--- src/rtl/mem_stage_ctrl_pkg.sv ---
// Shared types and constants for the ARM pipeline memory stage.
package mem_stage_ctrl_pkg;

  localparam int DATA_W       = 32;
  localparam int REG_W        = 4;
  localparam int MEM_BASE_DEF = 1024;

  typedef enum logic [1:0] {
    IDLE   = 2'd0,
    ACCESS = 2'd1,
    DONE   = 2'd2
  } state_e;

endpackage

--- src/rtl/mem_stage_ctrl_mem_wb_reg.sv ---
// MEM/WB pipeline register: each cycle either loads the presented instruction
// or a bubble (all zero), so a frozen instruction is never written back twice.
module mem_wb_reg
  import mem_stage_ctrl_pkg::*;
(
  input  logic              clk,
  input  logic              rst,
  input  logic              bubble_i,
  input  logic              wb_en_i,
  input  logic              mem_r_en_i,
  input  logic [DATA_W-1:0] alu_res_i,
  input  logic [DATA_W-1:0] mem_data_i,
  input  logic [REG_W-1:0]  dest_i,
  output logic              wb_en_o,
  output logic              mem_r_en_o,
  output logic [DATA_W-1:0] alu_res_o,
  output logic [DATA_W-1:0] mem_data_o,
  output logic [REG_W-1:0]  dest_o
);

  logic              wb_en_q;
  logic              mem_r_en_q;
  logic [DATA_W-1:0] alu_res_q;
  logic [DATA_W-1:0] mem_data_q;
  logic [REG_W-1:0]  dest_q;

  always_ff @(posedge clk or negedge rst) begin
    if (!rst) begin
      wb_en_q    <= 1'b0;
      mem_r_en_q <= 1'b0;
      alu_res_q  <= '0;
      mem_data_q <= '0;
      dest_q     <= '0;
    end else if (bubble_i) begin
      wb_en_q    <= 1'b0;
      mem_r_en_q <= 1'b0;
      alu_res_q  <= '0;
      mem_data_q <= '0;
      dest_q     <= '0;
    end else begin
      wb_en_q    <= wb_en_i;
      mem_r_en_q <= mem_r_en_i;
      alu_res_q  <= alu_res_i;
      mem_data_q <= mem_data_i;
      dest_q     <= dest_i;
    end
  end

  assign wb_en_o    = wb_en_q;
  assign mem_r_en_o = mem_r_en_q;
  assign alu_res_o  = alu_res_q;
  assign mem_data_o = mem_data_q;
  assign dest_o     = dest_q;

endmodule

--- src/rtl/mem_stage_ctrl.sv ---
// ARM memory stage: fixed-latency SRAM access FSM, upstream freeze and MEM/WB register.
// Optional MEM_ALIGN_CHECK_EN: faulting accesses skip the SRAM and pulse mem_fault.
module mem_stage_ctrl
  import mem_stage_ctrl_pkg::*;
#(
  parameter int ADDR_W      = 6,
  parameter int MEM_BASE    = MEM_BASE_DEF,
  parameter int WAIT_CYCLES = 3
) (
  input  logic              clk,
  input  logic              rst,
  input  logic              wb_en_in,
  input  logic              mem_r_en_in,
  input  logic              mem_w_en_in,
  input  logic [DATA_W-1:0] alu_res_in,
  input  logic [DATA_W-1:0] val_rm_in,
  input  logic [REG_W-1:0]  dest_in,
  output logic              freeze,
  output logic              sram_en,
  output logic              sram_we,
  output logic [ADDR_W-1:0] sram_addr,
  output logic [DATA_W-1:0] sram_wdata,
  input  logic [DATA_W-1:0] sram_rdata,
  output logic              wb_en,
  output logic              mem_r_en,
  output logic [DATA_W-1:0] alu_res,
  output logic [DATA_W-1:0] mem_data,
  output logic [REG_W-1:0]  dest,
  output logic              mem_fault
);

  localparam int CNT_W = (WAIT_CYCLES > 0) ? $clog2(WAIT_CYCLES + 1) : 1;

  state_e            state_q, state_d;
  logic [CNT_W-1:0]  cnt_q, cnt_d;
  logic              sram_en_q, sram_en_d;
  logic              sram_we_q, sram_we_d;
  logic [ADDR_W-1:0] sram_addr_q, sram_addr_d;
  logic [DATA_W-1:0] sram_wdata_q, sram_wdata_d;
  logic [DATA_W-1:0] rdata_q, rdata_d;

  logic              req;
  logic              access_fault;
  logic [ADDR_W-1:0] word_addr;
  logic              wb_bubble;
  logic [DATA_W-1:0] wb_data;
  logic              wb_en_fwd;

  assign req       = mem_r_en_in | mem_w_en_in;
  assign word_addr = ADDR_W'((alu_res_in - 32'(MEM_BASE)) >> 2);

`ifdef MEM_ALIGN_CHECK_EN
  localparam logic [DATA_W-1:0] MEM_LIMIT = 32'(MEM_BASE) + 32'(4 * (2 ** ADDR_W));

  logic fault_q;

  assign access_fault = req & ((alu_res_in[1:0] != 2'b00) |
                               (alu_res_in < 32'(MEM_BASE)) |
                               (alu_res_in >= MEM_LIMIT));

  // The fault pulse lines up with the MEM/WB load of the faulting instruction.
  always_ff @(posedge clk or negedge rst) begin
    if (!rst) fault_q <= 1'b0;
    else      fault_q <= (state_q == IDLE) & access_fault;
  end

  assign mem_fault = fault_q;
`else
  assign access_fault = 1'b0;
  assign mem_fault    = 1'b0;
`endif

  assign wb_en_fwd = wb_en_in & ~access_fault;

  always_ff @(posedge clk or negedge rst) begin
    if (!rst) begin
      state_q      <= IDLE;
      cnt_q        <= '0;
      sram_en_q    <= 1'b0;
      sram_we_q    <= 1'b0;
      sram_addr_q  <= '0;
      sram_wdata_q <= '0;
      rdata_q      <= '0;
    end else begin
      state_q      <= state_d;
      cnt_q        <= cnt_d;
      sram_en_q    <= sram_en_d;
      sram_we_q    <= sram_we_d;
      sram_addr_q  <= sram_addr_d;
      sram_wdata_q <= sram_wdata_d;
      rdata_q      <= rdata_d;
    end
  end

  // Loads and stores take IDLE -> ACCESS (WAIT_CYCLES+1 cycles) -> DONE; only
  // DONE releases the held instruction into MEM/WB, everything else is a bubble.
  always_comb begin
    state_d      = state_q;
    cnt_d        = cnt_q;
    sram_en_d    = sram_en_q;
    sram_we_d    = sram_we_q;
    sram_addr_d  = sram_addr_q;
    sram_wdata_d = sram_wdata_q;
    rdata_d      = rdata_q;
    freeze       = 1'b0;
    wb_bubble    = 1'b1;
    wb_data      = '0;
    case (state_q)
      IDLE: begin
        if (req && !access_fault) begin
          freeze       = 1'b1;
          state_d      = ACCESS;
          cnt_d        = CNT_W'(WAIT_CYCLES);
          sram_en_d    = 1'b1;
          sram_we_d    = mem_w_en_in;
          sram_addr_d  = word_addr;
          sram_wdata_d = val_rm_in;
        end else begin
          wb_bubble = 1'b0;
        end
      end
      ACCESS: begin
        freeze = 1'b1;
        if (cnt_q != '0) begin
          cnt_d = cnt_q - CNT_W'(1);
        end else begin
          rdata_d   = sram_we_q ? '0 : sram_rdata;
          sram_en_d = 1'b0;
          sram_we_d = 1'b0;
          state_d   = DONE;
        end
      end
      DONE: begin
        wb_bubble = 1'b0;
        wb_data   = rdata_q;
        state_d   = IDLE;
      end
      default: state_d = IDLE;
    endcase
  end

  assign sram_en    = sram_en_q;
  assign sram_we    = sram_we_q;
  assign sram_addr  = sram_addr_q;
  assign sram_wdata = sram_wdata_q;

  mem_wb_reg u_mem_wb_reg (
    .clk        (clk),
    .rst        (rst),
    .bubble_i   (wb_bubble),
    .wb_en_i    (wb_en_fwd),
    .mem_r_en_i (mem_r_en_in),
    .alu_res_i  (alu_res_in),
    .mem_data_i (wb_data),
    .dest_i     (dest_in),
    .wb_en_o    (wb_en),
    .mem_r_en_o (mem_r_en),
    .alu_res_o  (alu_res),
    .mem_data_o (mem_data),
    .dest_o     (dest)
  );

endmodule

--- config.mk ---
export PLATFORM = sky130hd
export DESIGN_NAME = mem_stage_ctrl
export DESIGN_NICKNAME = d
export VERILOG_FILES = /design/src/rtl/mem_stage_ctrl_pkg.sv /design/src/rtl/mem_stage_ctrl_mem_wb_reg.sv /design/src/rtl/mem_stage_ctrl.sv
export SDC_FILE = /design/constraint.sdc
export NUM_CORES = 1
export LEC_CHECK = 0
export BUFFER_PORTS_ARGS = -buffer_cell sky130_fd_sc_hd__buf_4
export CAP_MARGIN = 20
export CORE_MARGIN = 2
export CORE_UTILIZATION = 48
export CTS_CLUSTER_DIAMETER = 100
export DETAILED_ROUTE_END_ITERATION = 8
export PLACE_DENSITY = 0.9
export SLEW_MARGIN = 20
export SYNTH_ARGS = -nofsm -noshare
export SYNTH_HDL_FRONTEND = slang
export SYNTH_SLANG_ARGS = --single-unit
--- constraint.sdc ---
create_clock -name clk -period 2 [get_ports clk]
set_clock_uncertainty 0.05 [all_clocks]
set_input_delay 0.1 -clock clk [delete_from_list [all_inputs] [get_ports clk]]
set_output_delay 0.1 -clock clk [all_outputs]
set_load 0.02 [all_outputs]
==> impl_metrics.env, run 1 <==
export IMPL_cts_sink_count=146
export IMPL_layout_min_cycle_time_ps=1921
export IMPL_detailedRoute_firstIterationViolations=221
export IMPL_final_min_period_over_clock_period_pct=96.06
export IMPL_grt_use_total_pct=30.42
export IMPL_num_vias=4339
export IMPL_pwr_share_seq_pct=37.7
export IMPL_worst_setup_path_start_kind="flop"
export IMPL_layout_drive_gt1_share_pct=39.92
export IMPL_internal_power_mw=7.821
export IMPL_critical_path_endpoint_type="output pin"
export IMPL_clk_path_buf_depth=2
export IMPL_power_density_nw_per_um2=1328
export IMPL_netlist_area_um2=5346
export IMPL_power_leakage_nw=4.432
export IMPL_setup_viol=0
export IMPL_yosys_cell_types_count=30
export IMPL_grt_remaining_overflow=0
export IMPL_layout_core_utilization_pct=80.98
export IMPL_layout_area_overhead_vs_synth_pct=64.19
export IMPL_comb_power_share_pct=32.8
export IMPL_drc=0
export IMPL_tritoncts="built"
export IMPL_place_inst=738
export IMPL_port_buf_inserts=215
export IMPL_postPlaceCellArea_um2=7098
export IMPL_rsz0062_at_grt="false"
export IMPL_viasPerCell=4.959
export IMPL_p_sw_share_pct=32.91
export IMPL_initial_utilization_pct=49.32
export IMPL_dr_pass1_iters=4
export IMPL_antenna_found_initial=1
export IMPL_origin_of_the_critical_flop_to_flop_path="state_q[0]$_DFFE_PN0P_"
export IMPL_final_instance_count_excl_fill=875
export IMPL_yosysWarningCount=0
export IMPL_criticalPathCategory="flop to output pin"
export IMPL_r2r_slack_ps=310
export IMPL_clock_tree_root_cell="sky130_fd_sc_hd__clkbuf_8"
export IMPL_htree_levels=4
export IMPL_tns_ps=0
export IMPL_worstRegToRegCells=3
export IMPL_postSynthAreaPerCell_um2=13.40
export IMPL_die_width_um=109.5
export IMPL_preCtsSetupSlack_ps=374.8
export IMPL_pin_count_of_the_biggest_net_entering_global_routing=63
export IMPL_post_cts_resize_count=0
export IMPL_placeableCoreArea_um2=10840
export IMPL_first_global_vias=4876
export IMPL_maxSlewViolCount=0
export IMPL_fraction_of_power_consumed_by_the_clock_network_pct=29.5
export IMPL_hpwlAfterDp_mm=8.780
export IMPL_postRouteAntennaNets=0
export IMPL_num_nets_final=828
export IMPL_fp_dieArea_um2=12000
export IMPL_worst_ep_required_time_ps=1850
export IMPL_worst_vdd_drop_v=0.0009906
export IMPL_slew_headroom_pct=60.58
export IMPL_worst_slew_pin_transition_ps=591.4
export IMPL_gp_congestion=0.7986
export IMPL_first_pass_grt_wire_length_mm=25.95
export IMPL_worst_skew_pair_late_latency_ps=540
export IMPL_die_h_um=109.5
export IMPL_crit_reg2reg_capture="sram_wdata[12]$_DFFE_PN0P_"
export IMPL_std_cell_rows=38
export IMPL_synth_seq_cells=146
export IMPL_wl_mm=17.24
export IMPL_max_clock_freq_ghz=0.5205
export IMPL_hold_violations=0
export IMPL_syn_inst=399
export IMPL_net_count_of_the_mapped_netlist=506
export IMPL_wire_per_inst_um=19.70
export IMPL_finalWorstSetupSlack_ps=78.80
export IMPL_switching_power_mw=3.837
export IMPL_worst_ep_arrival_time_ps=1770
export IMPL_min_path_type="input pin to async pin"
export IMPL_maxCapViolations=0
export IMPL_part_of_the_yosys_area_used_for_sequential_elements_pct=68.34
export IMPL_io_pins=217
export IMPL_cts_made_buffers=17
export IMPL_path_clk_slew_ps=70
export IMPL_status="completed"
export IMPL_postLayoutCellArea_um2=8778
export IMPL_critPathMaxFanout=13
==> state kept, by name (all words and copies together) (netlist names) <==
register	flops
cnt_q	2
rdata_q	32
sram_addr	6
sram_en	1
sram_wdata	32
sram_we	1
state_q	2
u_mem_wb_reg.alu_res_o	32
u_mem_wb_reg.dest_o	4
u_mem_wb_reg.mem_data_o	32
u_mem_wb_reg.mem_r_en_o	1
u_mem_wb_reg.wb_en_o	1
==> final cells by class <==
cell class / instances / area (µm²)
sequential: 146 / 3654
antenna: 1 / 2.502
timing repair buffer: 325 / 2741
clock inverter: 8 / 146.4
clock buffer: 24 / 490.5
fill: 557 / 2062
tap: 140 / 175.2
inverter: 4 / 15.01
multi-input combinational: 227 / 1554
==> layer usage <==
metal  GRT usage, %  part of all wire [%]  wire length, µm
met1          28.99                    34             5822
met2          57.28                    56             9695
met3          8.180                   5.0              866
met4          18.72                   4.9              853
met5              0                     0                0
==> power groups by stage <==
stage | clock network [mW] | logic [mW] | registers [mW]
after CTS | 3.41 | 3.70 | 4.30
after detailed placement | 0 | 3.50 | 4.33
after floorplan | 0 | 1.49 | 4.84
final | 3.44 | 3.82 | 4.39
after global routing | 3.63 | 4.05 | 4.46
after global placement | 0 | 3.34 | 4.26
==> logic make-up (layout without fill, tap and decap cells) <==
family                   count (synthesis)  after routing  share of synthesized area [%]
AO/OA/AOI/OAI                           40             40                          4.142
adder cells (fa/ha/maj)                  2              2                         0.4680
buffers and inverters                   26            361                          2.597
flip-flops                             146            146                          68.34
multiplexers                            39             39                          8.846
other                                    1              2                        0.07014
AND/OR/NAND/NOR                        145            145                          15.54
==> per-stage QoR <==
stage / hold slack (ps) / power, mW
final: 93.70 / 11.66
after global routing: 133.4 / 12.14
after CTS: 73.60 / 11.41
after detailed placement: 76.51 / 7.821
after global placement: 59.71 / 7.599
after floorplan: -245.6 / 6.330
==> worst max-delay path: stages (launching register included) <==
cell	delay, ps
sky130_fd_sc_hd__dfrtp_1	550
sky130_fd_sc_hd__nor3_1	380
sky130_fd_sc_hd__nor2_1	130
sky130_fd_sc_hd__buf_4	180
==> timing repair <==
action | in CTS | in global routing
hold buffers | 104 | 0
endpoints found under the hold margin | 256 | 0
setup endpoints to repair | 0 | 0
buffers inserted | 0 | 0
==> layout by cell type, fill, tap and decap left out, drive strengths merged, types with 2 or more instances in the layout <==
cell type	count
inv	5
nand2	32
and2	69
nand2b	32
bufinv	4
nor2	4
dfrtp	146
ha	2
clkbuf	24
nand3	2
clkinv	2
o21ai	34
buf	221
nor3	3
dlygate4sd3	104
mux2	39
==> synth_stat cells (all sizes together) <==
cell type	instances	area, µm²
and2	69	431.7
conb	1	3.750
nand2	32	120.1
nor3	3	26.28
buf	11	81.32
o211a	1	10.01
nor2	4	22.52
ha	2	25.02
a21o	1	7.510
nand2b	32	200.2
nand3b	1	7.510
inv	4	15.01
nand3	2	10.01
o21ba	1	10.01
dfrtp	146	3654
clkbuf	11	42.54
o21ai	34	170.2
nor2b	1	6.260
and3	1	6.260
mux2	39	473.0
a2bb2oi	1	8.760
a211oi	1	7.510
a22oi	1	7.510
==> how the worst max path moves through the flow <==
stage	start	endpoint	depth (start not counted)
global route	state_q[0]$_DFFE_PN0P_	freeze	3
CTS	state_q[0]$_DFFE_PN0P_	freeze	3
finish	state_q[0]$_DFFE_PN0P_	freeze	3
global placement	state_q[0]$_DFFE_PN0P_	sram_wdata[11]$_DFFE_PN0P_	3
floorplan	state_q[1]$_DFFE_PN0P_	sram_addr[0]$_DFFE_PN0P_	4
detailed placement	state_q[0]$_DFFE_PN0P_	sram_wdata[9]$_DFFE_PN0P_	3
(Power assumes the default switching activity.)
==> inputs of run 2 (changes only) <==
CORE_MARGIN = not set   (was 2)
==> run 2 against run 1 <==
Wire length down 0.38%. Sequential power about the same. Clock power down 2%. Critical path depth down 1. Die area down 3.6%.
==> impl_metrics.env, run 2 (synthesis results as in run 1) <==
export IMPL_num_vias=4307
export IMPL_ff_latch_area_um2=3655
export IMPL_internal_power_mw=7.792
export IMPL_p_sw_share_pct=32.63
export IMPL_path_delay_family="flip-flops"
export IMPL_wire_per_inst_um=19.65
export IMPL_switching_power_mw=3.774
export IMPL_dr_pass1_iters=4
export IMPL_final_min_period_over_clock_period_pct=90.99
export IMPL_fp_dieArea_um2=11560
export IMPL_most_frequent_cells_in_the_layout="218 x sky130_fd_sc_hd__buf_4, 145 x sky130_fd_sc_hd__dfrtp_1, 104 x sky130_fd_sc_hd__dlygate4sd3_1"
export IMPL_pwr_share_seq_pct=37.8
export IMPL_tns_ps=0
export IMPL_grt_remaining_overflow=0
export IMPL_layout_cells_most_common="sky130_fd_sc_hd__buf_4"
export IMPL_first_pass_grt_wire_length_mm=26.08
export IMPL_wl_mm=17.17
export IMPL_port_buf_inserts=215
export IMPL_globalRouteMet2Util_pct=60.39
export IMPL_worstPathCellList="buf_4 -> buf_4"
export IMPL_viasPerCell=4.928
export IMPL_use_met3_pct=6.961
export IMPL_gr_max_usage_layer="met2"
export IMPL_placeableCoreArea_um2=10840
export IMPL_slew_headroom_pct=56.60
export IMPL_pin_count_of_the_biggest_net_entering_global_routing=66
export IMPL_comb_power_share_pct=32.9
export IMPL_maxSlewViolCount=0
export IMPL_path_clk_slew_ps=70
export IMPL_status="completed"
export IMPL_first_global_vias=4812
export IMPL_drc=0
export IMPL_worstRegToRegCells=3
export IMPL_hpwlAfterDp_mm=8.782
export IMPL_worst_vdd_drop_v=0.0008791
export IMPL_worst_slew_pin_transition_ps=651.0
export IMPL_cts_sink_count=146
export IMPL_grt_use_met1_pct=31.51
export IMPL_criticalPathCategory="flop to output pin"
export IMPL_worst_ep_required_time_ps=1850
export IMPL_postRouteAntennaNets=0
export IMPL_detailedRoute_firstIterationViolations=188
export IMPL_tritoncts="built"
export IMPL_hold_violations=0
export IMPL_cp_slowest_cell="sky130_fd_sc_hd__dfrtp_1"
export IMPL_depth_of_the_critical_timing_path_with_buffers_and_inverters_included=2
export IMPL_maxCapViolations=0
export IMPL_fillers=566
export IMPL_power_leakage_nw=4.428
export IMPL_layout_min_cycle_time_ps=1820
export IMPL_htree_levels=4
export IMPL_setup_viol=0
export IMPL_gp_congestion=0.7956
export IMPL_num_nets_final=829
export IMPL_cts_made_buffers=17
export IMPL_die_h_um=107.5
export IMPL_multi_input_comb_area_um2=1554
export IMPL_power_density_nw_per_um2=1318
export IMPL_layout_area_overhead_vs_synth_pct=64.10
export IMPL_post_cts_setup_buffers=0
export IMPL_io_pins=217
export IMPL_rsz0062_at_grt="false"
export IMPL_initial_utilization_pct=49.32
export IMPL_grt_use_total_pct=31.73
export IMPL_std_cell_rows=38
export IMPL_largest_stage_delay_on_the_critical_path_ps=660
export IMPL_worst_ep_arrival_time_ps=1670
export IMPL_worst_skew_pair_late_latency_ps=530
export IMPL_max_clock_freq_ghz=0.5495
export IMPL_clk_path_buf_depth=2
export IMPL_die_width_um=107.5
export IMPL_critical_path_endpoint_type="output pin"
export IMPL_worst_setup_path_start_kind="flop"
export IMPL_min_path_type="input pin to async pin"
export IMPL_critPathMaxFanout=20
export IMPL_layout_drive_gt1_share_pct=40.05
export IMPL_buffers_and_inverters_on_the_worst_path=2
export IMPL_clock_tree_root_cell="sky130_fd_sc_hd__clkbuf_8"
export IMPL_diodes=0
export IMPL_fraction_of_power_consumed_by_the_clock_network_pct=29.2
export IMPL_antenna_found_initial=0
export IMPL_crit_path_frequent_cell="sky130_fd_sc_hd__buf_4"
export IMPL_finalPower_mw=11.57
## run 2: cell count changes in the layout (fill, tap and decap cells not counted), sizes merged
cell and change:
clkinvlp +1, diode -1, clkinv -1, buf +1, clkbuf -1
## run 2: final timing paths
| check | from | endpoint | slack [ps] |
|---|---|---|---|
| min in group clk | alu_res_in[14] | u_mem_wb_reg.alu_res_o[14]$_DFF_PN0_ | 280 |
| hold / removal | rst | sram_wdata[18]$_DFFE_PN0P_ | 60 |
| max in group asynchronous | rst | sram_wdata[28]$_DFFE_PN0P_ | 1080 |
| hold reg to reg | rdata_q[16]$_DFFE_PN0P_ | rdata_q[16]$_DFFE_PN0P_ | 420 |
| setup reg to reg | state_q[0]$_DFFE_PN0P_ | sram_wdata[12]$_DFFE_PN0P_ | 380 |
| setup / recovery | sram_we$_DFFE_PN0P_ | sram_we | 180 |
## run 2: area by class of cell
cell class / count / area share (%)
flip-flops and latches: 146 / 41.66
inverters: 4 / 0.1711
multi-input cells: 227 / 17.71
repair buffers: 326 / 31.33
clock inverters: 8 / 1.697
well taps: 140 / 1.997
clock buffers: 23 / 5.434
## run 2: metrics by stage
step / setup slack, ps / instances / instance area, µm² / util (%) / hold WS, ps
final: 180.2 / 874 / 8773 / 80.93 / 63.73
after global routing: 128.7 / 874 / 8773 / 80.93 / 97.01
after CTS: 138.5 / 874 / 8772 / 80.92 / 56.73
after detailed placement: 363.6 / 739 / 7106 / 65.55 / 26.87
after global placement: 435.3 / 739 / 7106 / 65.55 / 18.23
after floorplan: 550.8 / 399 / 5346 / - / -245.6
## run 2: per-layer routing
layer	vias up	wire, µm
li1	1935	-
met1	2145	5739
met2	182	9866
met3	45	916
met4	0	648
met5	-	0
## run 2: what timing repair did
action,4_1_cts,5_1_grt
resized for setup,0,1
endpoints found under the setup margin,0,1
hold endpoints to repair,256,0
hold buffers,104,0
## run 2: power by group through the flow
stage                     combinational, mW  sequential [mW]  clock, mW
after detailed placement               3.50             4.33          0
after global routing                   4.03             4.46       3.54
final                                  3.81             4.38       3.38
after floorplan                        1.49             4.84          0
after CTS                              3.70             4.30       3.38
after global placement                 3.35             4.27          0
